[src/rtl/game_seq_pkg.sv]
// game_seq_pkg: shared state codes, one-hot frame constants and bot indices for the game sequencer.
package game_seq_pkg;
  typedef enum logic [2:0] {
    ST_START   = 3'd0,
    ST_ARM     = 3'd1,
    ST_PLAY    = 3'd2,
    ST_RESPAWN = 3'd3,
    ST_WIN     = 3'd4
  } state_e;
  localparam logic [4:0] FRAME_START = 5'b00001;
  localparam logic [4:0] FRAME_MAP1  = 5'b00010;
  localparam logic [4:0] FRAME_MAP2  = 5'b00100;
  localparam logic [4:0] FRAME_TANK  = 5'b01000;
  localparam logic [4:0] FRAME_TRAIN = 5'b10000;
  localparam int BOT_TANK  = 0;
  localparam int BOT_TRAIN = 1;
  function automatic logic [3:0] sat_inc(input logic [3:0] s);
    return s + {3'b000, s != 4'hf};
  endfunction
endpackage

[src/rtl/game_sequencer_fire.sv]
// fire_cooldown: one bot's fire gate; a shot reloads an 8-bit tick cooldown that must drain before the next.
module fire_cooldown #(
  parameter int COOLDOWN_TICKS = 16
) (
  input  logic clk,
  input  logic rstn,
  input  logic req,
  input  logic tick,
  input  logic enable,
  output logic fire
);
  logic [7:0] cnt_q, cnt_d;
  logic       fire_q, fire_d;
  always_comb begin
    fire_d = enable && req && cnt_q == 8'd0;
    cnt_d  = fire_d ? 8'(COOLDOWN_TICKS) : (tick && cnt_q != 8'd0) ? cnt_q - 8'd1 : cnt_q;
  end
  always_ff @(posedge clk or negedge rstn) begin
    if (!rstn) begin
      cnt_q  <= '0;
      fire_q <= 1'b0;
    end else begin
      cnt_q  <= cnt_d;
      fire_q <= fire_d;
    end
  end
  assign fire = fire_q;
endmodule

[src/rtl/game_sequencer.sv]
// game_sequencer: two-bot game FSM (start, arm, play, respawn, win) with scores, bot resets and fire gating.
// Optional round time limit enabled by defining GAME_SEQ_TIMEOUT_EN.
module game_sequencer
  import game_seq_pkg::*;
#(
  parameter int WIN_SCORE      = 3,
  parameter int COOLDOWN_TICKS = 16,
  parameter int RESPAWN_TICKS  = 32,
  parameter int WIN_HOLD_TICKS = 200,
  parameter int RST_CYCLES     = 4
`ifdef GAME_SEQ_TIMEOUT_EN
  , parameter int ROUND_TICKS  = 4000
`endif
) (
  input  logic       clk,
  input  logic       rstn,
  input  logic       start_i,
  input  logic       map_sel_i,
  input  logic       tick_i,
  input  logic [1:0] fire_req_i,
  input  logic [1:0] hit_i,
  output logic [4:0] frame_o,
  output logic [1:0] bot_rst_o,
  output logic [1:0] fire_o,
  output logic [3:0] score_tank_o,
  output logic [3:0] score_train_o,
  output logic [2:0] state_o
);
  state_e     state_q, state_d;
  logic       map_q, map_d;
  logic [4:0] frame_q, frame_d;
  logic [1:0] bot_rst_q, bot_rst_d;
  logic [3:0] score_tank_q, score_tank_d, score_train_q, score_train_d;
  logic [3:0] rst_cnt_q, rst_cnt_d;
  logic [9:0] tick_cnt_q, tick_cnt_d;
  logic       single_hit;
`ifdef GAME_SEQ_TIMEOUT_EN
  logic [15:0] round_q, round_d;
  logic        in_round;
  assign in_round = state_q == ST_PLAY || state_q == ST_RESPAWN;
`endif
  assign single_hit = ^hit_i;
  always_comb begin
    state_d       = state_q;
    map_d         = map_q;
    frame_d       = frame_q;
    bot_rst_d     = bot_rst_q;
    score_tank_d  = score_tank_q;
    score_train_d = score_train_q;
    rst_cnt_d     = rst_cnt_q;
    tick_cnt_d    = tick_cnt_q;
    case (state_q)
      ST_START: if (start_i) begin
        state_d       = ST_ARM;
        map_d         = map_sel_i;
        frame_d       = map_sel_i ? FRAME_MAP2 : FRAME_MAP1;
        score_tank_d  = '0;
        score_train_d = '0;
        rst_cnt_d     = '0;
      end
      ST_ARM: if (rst_cnt_q == 4'(RST_CYCLES - 1)) begin
        state_d   = ST_PLAY;
        bot_rst_d = 2'b00;
        rst_cnt_d = '0;
      end else rst_cnt_d = rst_cnt_q + 4'd1;
      ST_PLAY: if (hit_i != 2'b00) begin
        // hit_i names the victim, so the opponent scores; a double KO scores nobody
        score_tank_d  = (single_hit && hit_i[BOT_TRAIN]) ? sat_inc(score_tank_q) : score_tank_q;
        score_train_d = (single_hit && hit_i[BOT_TANK]) ? sat_inc(score_train_q) : score_train_q;
        rst_cnt_d     = '0;
        tick_cnt_d    = '0;
        if (score_tank_d >= 4'(WIN_SCORE) || score_train_d >= 4'(WIN_SCORE)) begin
          state_d   = ST_WIN;
          frame_d   = score_tank_d >= 4'(WIN_SCORE) ? FRAME_TANK : FRAME_TRAIN;
          bot_rst_d = 2'b11;
        end else begin
          state_d   = ST_RESPAWN;
          bot_rst_d = hit_i;
        end
      end
      ST_RESPAWN: begin
        if (bot_rst_q != 2'b00) begin
          bot_rst_d = rst_cnt_q == 4'(RST_CYCLES - 1) ? 2'b00 : bot_rst_q;
          rst_cnt_d = rst_cnt_q == 4'(RST_CYCLES - 1) ? '0 : rst_cnt_q + 4'd1;
        end
        if (tick_i && tick_cnt_q == 10'(RESPAWN_TICKS - 1)) begin
          state_d    = ST_PLAY;
          bot_rst_d  = 2'b00;
          rst_cnt_d  = '0;
          tick_cnt_d = '0;
        end else if (tick_i) tick_cnt_d = tick_cnt_q + 10'd1;
      end
      ST_WIN: if (tick_i && tick_cnt_q == 10'(WIN_HOLD_TICKS - 1)) begin
        state_d    = ST_START;
        frame_d    = FRAME_START;
        tick_cnt_d = '0;
      end else if (tick_i) tick_cnt_d = tick_cnt_q + 10'd1;
      default: begin
        state_d   = ST_START;
        frame_d   = FRAME_START;
        bot_rst_d = 2'b11;
      end
    endcase
`ifdef GAME_SEQ_TIMEOUT_EN
    round_d = (state_q == ST_START || state_q == ST_ARM) ? '0 : (in_round && tick_i) ? round_q + 16'd1 : round_q;
    // time-out judges on this cycle's scores so a simultaneous hit still counts
    if (in_round && tick_i && round_q == 16'(ROUND_TICKS - 1)) begin
      state_d    = score_tank_d == score_train_d ? ST_START : ST_WIN;
      frame_d    = score_tank_d > score_train_d ? FRAME_TANK :
                   score_tank_d < score_train_d ? FRAME_TRAIN : FRAME_START;
      bot_rst_d  = 2'b11;
      rst_cnt_d  = '0;
      tick_cnt_d = '0;
      round_d    = '0;
    end
`endif
  end
  always_ff @(posedge clk or negedge rstn) begin
    if (!rstn) begin
      state_q       <= ST_START;
      map_q         <= 1'b0;
      frame_q       <= FRAME_START;
      bot_rst_q     <= 2'b11;
      score_tank_q  <= '0;
      score_train_q <= '0;
      rst_cnt_q     <= '0;
      tick_cnt_q    <= '0;
`ifdef GAME_SEQ_TIMEOUT_EN
      round_q       <= '0;
`endif
    end else begin
      state_q       <= state_d;
      map_q         <= map_d;
      frame_q       <= frame_d;
      bot_rst_q     <= bot_rst_d;
      score_tank_q  <= score_tank_d;
      score_train_q <= score_train_d;
      rst_cnt_q     <= rst_cnt_d;
      tick_cnt_q    <= tick_cnt_d;
`ifdef GAME_SEQ_TIMEOUT_EN
      round_q       <= round_d;
`endif
    end
  end
  for (genvar i = 0; i < 2; i++) begin : g_fire
    fire_cooldown #(.COOLDOWN_TICKS(COOLDOWN_TICKS)) u_fire (
      .clk   (clk),
      .rstn  (rstn),
      .req   (fire_req_i[i]),
      .tick  (tick_i),
      .enable(state_q == ST_PLAY),
      .fire  (fire_o[i])
    );
  end
  assign frame_o       = frame_q;
  assign bot_rst_o     = bot_rst_q;
  assign score_tank_o  = score_tank_q;
  assign score_train_o = score_train_q;
  assign state_o       = state_q;
endmodule

[config.mk]
export PLATFORM = sky130hd
export DESIGN_NAME = game_sequencer
export DESIGN_NICKNAME = d
export VERILOG_FILES = /design/src/rtl/game_seq_pkg.sv /design/src/rtl/game_sequencer_fire.sv /design/src/rtl/game_sequencer.sv
export SDC_FILE = /design/constraint.sdc
export NUM_CORES = 1
export LEC_CHECK = 0
export CAP_MARGIN = 20
export CORE_ASPECT_RATIO = 0.5
export CORE_MARGIN = 3
export CORE_UTILIZATION = 56
export DETAILED_ROUTE_END_ITERATION = 12
export PLACE_DENSITY = 0.79
export RECOVER_POWER = 25
export SLEW_MARGIN = 20
export SYNTH_ARGS = -nofsm -noshare
export SYNTH_HDL_FRONTEND = slang
export SYNTH_SLANG_ARGS = --single-unit
export TNS_END_PERCENT = 50
[constraint.sdc]
create_clock -name clk -period 2.6 [get_ports clk]
set_input_delay 0.52 -clock clk [delete_from_list [all_inputs] [get_ports clk]]
set_output_delay 0.52 -clock clk [all_outputs]
set_load 0.02 [all_outputs]
==> key figures <==
Worst setup path
  • Critical Path AT: 2.68 ns
  • R2R Path Start: score_tank_o[0]$_DFFE_PN0P_
  • Crit start category: register
  • Worst EP required: 2.83 ns
  • Critical Path End: frame_o[0]$_DFFE_PN1P_
  • Slowest cell on the critical path: dfrtp_1
  • Setup CP Type: reg -> reg
  • Worst R2R Path Depth: 10
  • Critical R2R Capture: frame_o[0]$_DFFE_PN1P_
  • CP Launch Point: score_tank_o[0]$_DFFE_PN0P_
  • CP peak stage delay: 0.44 ns
  • Cell Chain, Critical Path: nand4_1 -> ha_1 -> ha_1 -> nand4b_1 -> o221ai_2 -> a2111oi_4 -> and4_4 -> a2111oi_0 -> buf_4 -> o21ai_1
  • CP max FO: 5
  • Worst Setup End Kind: register
  • Most frequent CP cell: ha_1
  • R2R Setup Slk: 0.15 ns

Routing
  • Wire per inst: 15.92 um
  • Vias: 2277
  • Drt pass-1 iters: 5
  • Routed length on met2: 3035 um
  • DRT met1 WL: ~2700 um
  • Max Used Layer: met4
  • DRC viols: 0
  • Post-route ant nets: 0
  • Vias per cell: ~6
  • DRT iter0 DRCs: 94
  • Total Wirelength: 6209 um
  • DR WL met3: 347 um

Clocking
  • Clock sinks: 50
  • CTS Buf Count: 5
  • Worst skew pair latency: roughly 0.31 ns
  • CTS tree: yes
  • Clk slew on worst S/H paths: 0.09 ns
  • Clock Path Buffers: 2
  • Root Driver: clkbuf_8
  • H-tree levels: 2

STA
  • Worst slew margin: 18.42%
  • Fin crit share: 94.15%
  • Worst Tran Pin Value: 1.224 ns
  • Hold slack: 0.4761 ns
  • Final setup fails: 0
  • Slew Limit Fails: 0
  • Clock period minus worst slack: 2.448 ns
  • RSZ-0062 raised after global routing: no
  • Final hold vios: 0
  • Clock skew: 0.006519 ns
  • Setup TNS: 0 ns
  • Max frequency: 408.5 MHz

Placed design
  • Dpl hpwl: ~4400 um
  • Placer Congestion: between 0.8 and 0.9
  • Number of I/O port buffers: 28

Logic synthesis
  • Synthesized flop and latch total: 50
  • Largest family of logic cells by synthesized area: simple AND/OR/NAND/NOR gates
  • Synth async-reset ratio: 100.0%
  • Mapped Area: 0.002755 mm^2
  • Mux share of post-synthesis cell area: 0.7720%
  • Syn nets: roughly 300
  • YS warnings: 0
  • Post-Syn Instances: 276
  • Unique masters post-synth: 61
  • Synth Area in XOR/XNOR: 5.722%
  • Ys flop type: dfrtp_1
  • Post-synth EDFFs: 0
  • Post-synthesis adder-cell area fraction: 3.633%
  • Synth Area in Simple Gates: roughly a quarter
  • Syn_area_per_cell: 9.982 um^2
  • Sequential area share after synthesis: 45.55%
  • Post-synthesis compound-gate area fraction: 16.76%

Global route
  • Vias in the first global route: 2240
  • Initial antenna violation count: 0
  • GRT Residual Overflow: 0
  • Global-route wire length before repair: around 11000 um
  • Gr usage total: ~22%
  • Largest net degree at the start of global routing: 51

Power and ir drop
  • Total power: 3.439 mW
  • Peak supply drop: a little over 0.4 mV
  • Pwr dens: between 1000 and 1500 mW/mm^2
  • Leakage power: 1.528 nW

Floorplanning
  • Initial Util: about three fifths
  • Die Ht: 55.60 um
  • I/O pins: 29
  • Num rows: 17
  • Chip Width: ~110 um
  • CORE AREA: 0.004573 mm^2
  • Die ar.: approximately 0.0058 mm^2

Worst hold path
  • Hold WC Path Type: reg -> reg
  • HP Start: g_fire[0].u_fire.cnt_q[6]$_DFFE_PN0P_

Status
  • Status: finished clean

Final layout
  • Ant diodes: 0
  • Syn-to-layout area delta: 22.21%
  • Fin nets: 340
  • Post-layout util: 73.63%
  • Layout cells sized above 1: 16.05%

Flow run
  • Max cap viols: 0
[cell usage after synthesis (all sizes together), types with 4 or more instances]
| cell | count | share of area (%) |
|---|---|---|
| a21oi | 7 | 1.3 |
| nor2b | 6 | 1.5 |
| o21ai | 19 | 3.5 |
| nand2b | 8 | 1.9 |
| a21o | 4 | 1.1 |
| buf | 5 | 1.4 |
| a32o | 5 | 1.9 |
| nand4 | 7 | 2.1 |
| and3 | 5 | 1.1 |
| o31ai | 4 | 1.1 |
| clkbuf | 6 | 0.82 |
| nand3 | 10 | 2.0 |
| nor2 | 21 | 2.9 |
| a22o | 5 | 1.6 |
| ha | 8 | 3.6 |
| xnor2 | 4 | 1.3 |
| nor3 | 9 | 1.8 |
| xor2 | 14 | 4.5 |
| nand2 | 24 | 3.3 |
| inv | 12 | 1.6 |
| dfrtp | 47 | 43 |
[worst min-delay path by stage]
stage / to / slack (ns) / cells past startpoint
3_3_place_gp: g_fire[0].u_fire.cnt_q[6]$_DFFE_PN0P_ / 0.45 / 1
5_1_grt: g_fire[0].u_fire.cnt_q[6]$_DFFE_PN0P_ / 0.50 / 1
4_1_cts: score_train_o[1]$_DFFE_PN0P_ / 0.33 / 2
3_5_place_dp: g_fire[0].u_fire.cnt_q[6]$_DFFE_PN0P_ / 0.46 / 1
6_report: g_fire[0].u_fire.cnt_q[6]$_DFFE_PN0P_ / 0.48 / 1
2_1_floorplan: frame_o[1]$_DFFE_PN0P_ / 0.22 / 0
[report_power, final]
part	switching, mW	internal (mW)
clock	0.270	0.410
sequential	0.304	1.06
combinational	0.753	0.637
total	1.33	2.11
[metrics by stage]
| stage | cell area (um^2) | setup WS (ns) | instances |
|---|---|---|---|
| floorplan | 2755 | 0.04615 | 276 |
| global placement | 3224 | 0.02502 | 382 |
| detailed placement | 3224 | -0.05048 | 382 |
| CTS | 3367 | 0.03217 | 390 |
| global route | 3367 | 0.01839 | 390 |
| finish | 3367 | 0.1521 | 390 |
[timing repair]
| item | CTS | global route |
|---|---|---|
| endpoints found under the setup margin | 0 | 5 |
| gates resized for setup | 0 | 1 |
| buffers inserted | 0 | 0 |
| hold buffers | 0 | 0 |
[registers in the layout, indices dropped and copies added, names as in the netlist]
register / flops
rst_cnt_q: 4
frame_o: 5
tick_cnt_q: 10
g_fire.u_fire.cnt_q: 16
bot_rst_o: 2
state_o: 3
g_fire.u_fire.fire: 2
score_train_o: 4
score_tank_o: 4
[cell families after synthesis]
kind of cell             count (synthesis)
buffers and inverters                   23
AO/OA/AOI/OAI                           61
flip-flops                              50
XOR/XNOR                                18
multiplexers                             2
adder cells (fa/ha/maj)                  8
AND/OR/NAND/NOR                        114
[worst max-delay path: cells and delay by family (launching register included)]
family / cells / cell delay, ns
compound gates: 4 / 0.70
flops: 1 / 0.44
simple gates: 3 / 0.56
fa+ha+maj: 2 / 0.52
buf+inv: 1 / 0.17
[layout by cell type, fill, tap and decap left out, types with 3 or more instances in the layout]
cell type / n
a21oi_1: 7
nor2b_1: 5
a22o_1: 4
xor2_1: 14
nand4_1: 6
clkdlybuf4s50_1: 27
and3_1: 5
o31ai_1: 4
or4_1: 3
buf_4: 22
nand3_1: 9
ha_1: 8
nand2b_1: 7
xnor2_1: 4
a32o_1: 4
o21ai_0: 17
nor3_1: 8
a21o_1: 4
dfrtp_1: 47
clkbuf_8: 6
inv_1: 12
o2bb2ai_1: 3
and2_1: 3
dfstp_2: 3
nor2_1: 21
nand2_1: 24
[routing by layer]
metal,up-vias,track usage (%)
li1,1088,-
met1,1108,28.86
met2,71,38.04
met3,10,5.098
met4,0,7.103
met5,-,0
[layout make-up]
| class | count | area [um^2] |
|---|---|---|
| flip-flops and latches | 50 | 1255 |
| clock buffers | 6 | 82.58 |
| multi-input cells | 203 | 1396 |
| inverters | 12 | 45.04 |
| well taps | 66 | 82.58 |
| clock inverters | 2 | 60.06 |
| repair buffers | 51 | 445.4 |
| fillers | 341 | 1206 |
(Power assumes the default switching activity.)
